$ cat config.mk
export PLATFORM = sky130hd
export DESIGN_NAME = fft_stage_sequencer
export DESIGN_NICKNAME = d
export VERILOG_FILES = /design/src/rtl/fft_stage_sequencer.sv
export SDC_FILE = /design/constraint.sdc
export NUM_CORES = 1
export LEC_CHECK = 0
export ABC_AREA = 1
export BUFFER_PORTS_ARGS = -buffer_cell sky130_fd_sc_hd__buf_2
export CAP_MARGIN = 30
export CORE_UTILIZATION = 39
export DETAILED_ROUTE_END_ITERATION = 16
export GPL_ROUTABILITY_DRIVEN = 0
export GPL_TIMING_DRIVEN = 1
export REMOVE_ABC_BUFFERS = 1
export SLEW_MARGIN = 0
export SYNTH_ARGS = -nofsm -noshare
export SYNTH_HDL_FRONTEND = slang
export SYNTH_SLANG_ARGS = --single-unit
$ cat constraint.sdc
create_clock -name clk -period 2.7 [get_ports clk]
set_clock_uncertainty 0.1 [all_clocks]
set_input_delay 0.405 -clock clk [delete_from_list [all_inputs] [get_ports clk]]
set_output_delay 0.405 -clock clk [all_outputs]
set_load 0.005 [all_outputs]
$ cat src/rtl/fft_stage_sequencer.sv
// Stage/butterfly address sequencer for an in-place radix-2 DIT FFT.
// Walks every stage and butterfly, issuing operand and twiddle addresses, with a drain gap between stages.
module fft_stage_sequencer #(
  parameter int N_LOG2   = 12,
  parameter int TW_AW    = 12,
  parameter int PIPE_LAT = 4,
  localparam int SW      = (N_LOG2 > 1) ? $clog2(N_LOG2) : 1
) (
  input  logic              clk,
  input  logic              rst_n,
  input  logic              start,
  output logic              busy,
  output logic              done,
  output logic [SW-1:0]     stage,
  output logic              bf_valid,
  input  logic              bf_ready,
  output logic              bf_last,
  output logic [N_LOG2-1:0] addr_a,
  output logic [N_LOG2-1:0] addr_b,
  output logic [TW_AW-1:0]  tw_addr
);

  localparam int DW = $clog2(PIPE_LAT + 1);
  localparam logic [N_LOG2-1:0] C_LAST     = N_LOG2'((2 ** (N_LOG2 - 1)) - 1);
  localparam logic [SW-1:0]     S_LAST     = SW'(N_LOG2 - 1);
  localparam logic [DW-1:0]     DRAIN_LOAD = DW'(PIPE_LAT);

  typedef enum logic [1:0] {ST_IDLE, ST_RUN, ST_DRAIN, ST_DONE} state_t;

  state_t            state, nxt_state;
  logic [N_LOG2-1:0] c, nxt_c;
  logic [SW-1:0]     s, nxt_s;
  logic [DW-1:0]     drain, nxt_drain;
  logic              nxt_run;

  function automatic logic [N_LOG2-1:0] low_mask(input logic [SW-1:0] ss);
    return ~({N_LOG2{1'b1}} << ss);
  endfunction

  // Upper leg: a zero spliced into the butterfly index at bit position s.
  function automatic logic [N_LOG2-1:0] calc_a(input logic [N_LOG2-1:0] cc,
                                               input logic [SW-1:0] ss);
    logic [N_LOG2-1:0] m;
    m = low_mask(ss);
    return ((cc & ~m) << 1) | (cc & m);
  endfunction

  function automatic logic [N_LOG2-1:0] calc_b(input logic [N_LOG2-1:0] cc,
                                               input logic [SW-1:0] ss);
    logic [N_LOG2-1:0] one;
    one = N_LOG2'(1);
    return calc_a(cc, ss) | (one << ss);
  endfunction

  function automatic logic [TW_AW-1:0] calc_tw(input logic [N_LOG2-1:0] cc,
                                               input logic [SW-1:0] ss);
    logic [TW_AW-1:0] j;
    j = TW_AW'(cc & low_mask(ss));
    return j << (TW_AW - 1 - int'(ss));
  endfunction

  always_comb begin
    nxt_state = state;
    nxt_c     = c;
    nxt_s     = s;
    nxt_drain = drain;
    case (state)
      ST_IDLE: begin
        if (start) begin
          nxt_c     = '0;
          nxt_s     = '0;
          nxt_state = ST_RUN;
        end
      end
      ST_RUN: begin
        if (bf_ready) begin
          if (c == C_LAST) begin
            nxt_c     = '0;
            nxt_drain = DRAIN_LOAD;
            nxt_state = ST_DRAIN;
          end else begin
            nxt_c = c + N_LOG2'(1);
          end
        end
      end
      ST_DRAIN: begin
        nxt_drain = drain - DW'(1);
        if (drain == DW'(1)) begin
          if (s == S_LAST) begin
            nxt_state = ST_DONE;
          end else begin
            nxt_s     = s + SW'(1);
            nxt_state = ST_RUN;
          end
        end
      end
      default: nxt_state = ST_IDLE;
    endcase
  end

  assign nxt_run = (nxt_state == ST_RUN);

  // Outputs are registered from next-state values, so bf_ready never reaches an output combinationally.
  always_ff @(posedge clk or negedge rst_n) begin
    if (!rst_n) begin
      state    <= ST_IDLE;
      c        <= '0;
      s        <= '0;
      drain    <= '0;
      busy     <= 1'b0;
      done     <= 1'b0;
      bf_valid <= 1'b0;
      bf_last  <= 1'b0;
      stage    <= '0;
      addr_a   <= '0;
      addr_b   <= '0;
      tw_addr  <= '0;
    end else begin
      state    <= nxt_state;
      c        <= nxt_c;
      s        <= nxt_s;
      drain    <= nxt_drain;
      busy     <= (nxt_state != ST_IDLE);
      done     <= (nxt_state == ST_DONE);
      bf_valid <= nxt_run;
      bf_last  <= nxt_run && (nxt_c == C_LAST);
      stage    <= nxt_s;
      addr_a   <= nxt_run ? calc_a(nxt_c, nxt_s) : '0;
      addr_b   <= nxt_run ? calc_b(nxt_c, nxt_s) : '0;
      tw_addr  <= nxt_run ? calc_tw(nxt_c, nxt_s) : '0;
    end
  end

endmodule

==> impl_metrics.env <==
export IMPL_core_area_um2=8720
export IMPL_synth_top_cell_area_share_pct=43.4
export IMPL_maxCapViolations=0
export IMPL_finalHoldViolations=6
export IMPL_worstSkewPairLatency_ps=340
export IMPL_criticalPathCategory="flip-flop to flip-flop"
export IMPL_violated_checks="negative hold slack"
export IMPL_layout_cells_non_filler=619
export IMPL_power_per_cell_area_nw_per_um2=654
export IMPL_element_type_at_the_critical_path_start="flip-flop"
export IMPL_post_route_period_util_pct=91.6
export IMPL_timing_max_transition_violations_final=0
export IMPL_clk_pin_slew_worst_paths_ps=70
export IMPL_netlist_top_cell_by_area="sky130_fd_sc_hd__dfrtp_1"
export IMPL_grt_antenna_before_repair=0
export IMPL_drt_vias_per_instance=5.16
export IMPL_slew_headroom_pct=55.1
export IMPL_cts_made_buffers=9
export IMPL_critical_path_max_fanout=21
export IMPL_layout_area_growth_over_synthesis_pct=17.7
export IMPL_clock_buffer_depth=2
export IMPL_finalSetupViolations=0
export IMPL_timing_fmax_ghz=0.404
export IMPL_worstSetupStartpoint="s[0]"
export IMPL_dieHeight_um=97.0
export IMPL_cts_tree="built"
export IMPL_synth_ff_type="sky130_fd_sc_hd__dfrtp_1"
export IMPL_ys_ff_latch=61
export IMPL_asyncSetResetFlopFracSynth_pct=100
export IMPL_yosysUniqueCellTypes=40
export IMPL_rsz_0062_raised_after_global_routing="false"
export IMPL_drt_total_wl_um=8660
export IMPL_final_net_count=517
export IMPL_routed_wire_length_per_instance_um=14.0
export IMPL_clock_sink_count=61
export IMPL_design_die_area_um2=9410
export IMPL_grt_use_total_pct=20.1
export IMPL_antenna_left=0
export IMPL_dp_hpwl_um=6570
export IMPL_die_w_um=97.0
export IMPL_synth_edf_count=0
export IMPL_holdWs_ps=-5.08
export IMPL_worst_endpoint_required_ps=2870
export IMPL_post_cts_buffers=0
export IMPL_rows=34
export IMPL_cts_htree_levels=3
export IMPL_yosys_top_cells_area="sky130_fd_sc_hd__dfrtp_1 (43%), sky130_fd_sc_hd__nand2_1 (11%), sky130_fd_sc_hd__nand3_1 (7.1%), sky130_fd_sc_hd__inv_1 (5.2%), sky130_fd_sc_hd__nor2_1 (3.8%)"
export IMPL_drt_iter0_markers=192
export IMPL_count_of_instances_resized_after_the_clock_tree_is_built=0
export IMPL_drcViolationCount=0
export IMPL_yosys_warnings=0
export IMPL_floorplan_io_pins=48
export IMPL_crit_path_end_kind="flip-flop"
export IMPL_capturing_point_of_the_worst_reg2reg_path="tw_addr[8]"
export IMPL_final_design_area_no_fill_um2=4140
export IMPL_sequential_cell_area_um2=1530
export IMPL_grt_pass1_vias=3041
export IMPL_synth_seq_area_share_pct=43.4
export IMPL_finalCriticalPeriod_ps=2470
export IMPL_worst_hold_path_type="input pin to asynchronous set/reset pin"
export IMPL_syn_area_per_cell_um2=7.87
export IMPL_reg_to_reg_startpoint="s[0]"
export IMPL_hold_buf_count_cts=0
export IMPL_tightest_slew_ps=673
export IMPL_dr_total_vias=3191
export IMPL_cts_root_buf="sky130_fd_sc_hd__clkbuf_8"
export IMPL_critPathArrivalTime_ps=2650
export IMPL_initial_core_util_pct=40.3
export IMPL_placement_cell_area_um2=3940
export IMPL_grt_start_max_net_pins=34
export IMPL_crit_end="tw_addr[8]"
export IMPL_fillers=877
export IMPL_r2r_cells=14
export IMPL_syn_inst=447
export IMPL_outcome="complete, but fails checks"
export IMPL_port_buffer_count=47
export IMPL_detailedRoute_firstPassIterationCount=5
export IMPL_synth_cell_area_um2=3520
export IMPL_grt_overflow=0
export IMPL_setup_tns_ps=0
export IMPL_antenna_cells=0
export IMPL_multi_input_area_um2=1690
export IMPL_r2r_setup_slk_ps=230
export IMPL_drive_gt1_share_pct=26.0
export IMPL_max_vdd_ir_drop_v=0.000328
export IMPL_numPlacedInstances=604
export IMPL_total_leakage_power_nw=2.19
export IMPL_grt_pass1_wl_um=15000
where the power goes:
group / total [mW] / internal, mW / leakage [nW] / switching [mW]
clock: 0.823 / 0.468 / 0.101 / 0.355
sequential: 1.13 / 1.06 / 0.794 / 0.0685
combinational: 0.763 / 0.273 / 1.29 / 0.489
cells in the final DEF, fill, tap and decap left out, drive strengths merged:
cell / n
nor4b: 1
a21o: 1
a21oi: 25
nand3b: 1
a31oi: 1
buf: 61
dfrtp: 61
ha: 6
clkinvlp: 1
o31ai: 1
nor2: 48
o21ai: 20
a32o: 1
nand4: 21
nor3b: 1
a22oi: 2
nand2: 116
nor3: 8
bufinv: 1
clkinv: 2
xor2: 4
nand3: 51
o21bai: 1
a31o: 2
o22ai: 1
inv: 62
clkbuf: 11
worst min-delay path by stage:
stage | start | depth (start not counted) | end
after floorplan | rst_n | 0 | addr_a[0]
after global placement | rst_n | 1 | addr_a[1]
after detailed placement | rst_n | 1 | addr_a[1]
after CTS | rst_n | 1 | addr_a[1]
after global routing | rst_n | 1 | addr_a[0]
final | rst_n | 1 | addr_a[0]
logic make-up (layout without fill, tap and decap cells):
group	Yosys count	in the layout	share of synthesized area, %
compound gates	55	55	10.2
buf+inv	74	138	8.50
fa+ha+maj	6	6	2.13
xor+xnor	4	4	1.21
simple gates	247	247	34.6
flops	61	61	43.4
layout make-up:
class | count | share of cell area, %
clock buffer | 11 | 3.66
clock inverter | 4 | 1.15
inverter | 62 | 5.68
multi-input combinational | 312 | 40.9
sequential | 61 | 36.9
tap | 108 | 3.26
timing repair buffer | 61 | 8.52
critical path, cell delays in order (launching register included):
cell and delay [ps]:
sky130_fd_sc_hd__dfrtp_1 420, sky130_fd_sc_hd__ha_1 240, sky130_fd_sc_hd__nand3_1 180, sky130_fd_sc_hd__nor2_1 60, sky130_fd_sc_hd__nor2_1 160, sky130_fd_sc_hd__a21oi_2 90
sky130_fd_sc_hd__ha_1 210, sky130_fd_sc_hd__inv_1 50, sky130_fd_sc_hd__buf_4 230, sky130_fd_sc_hd__nand2_2 100, sky130_fd_sc_hd__nor2_2 180, sky130_fd_sc_hd__inv_1 110
sky130_fd_sc_hd__nor2_1 100, sky130_fd_sc_hd__nor2_1 50, sky130_fd_sc_hd__a21oi_1 100
state kept, by name, indices dropped and copies added (netlist names):
signal,cells
tw_addr,12
busy,1
s,4
addr_b,12
done,1
bf_last,1
addr_a,12
c,12
state,2
bf_valid,1
drain,3
routing by layer:
layer / part of all wire [%] / GRT usage [%] / routed length [um]
met1: 49 / 28.7 / 4210
met2: 43 / 29.3 / 3690
met3: 6.5 / 4.12 / 566
met4: 2.2 / 8.84 / 194
met5: 0 / 0 / 0
synth_stat cells (all sizes together), types with 2 or more instances:
master    n
buf      10
o21ai    20
nand2   116
a31o      2
xor2      4
nand3    51
nor3      8
nand4    21
a22oi     2
inv      62
a21oi    25
nor2     48
ha        6
clkbuf    2
dfrtp    61
per-stage QoR:
stage	power, mW	setup slack [ps]	utilization, %
3_3_place_gp	1.90	290	45.2
3_5_place_dp	1.90	269	45.2
5_1_grt	2.87	6.81	47.5
4_1_cts	2.73	257	47.5
6_report	2.71	226	47.5
2_1_floorplan	1.62	1.94	-
(Power assumes the default switching activity.)
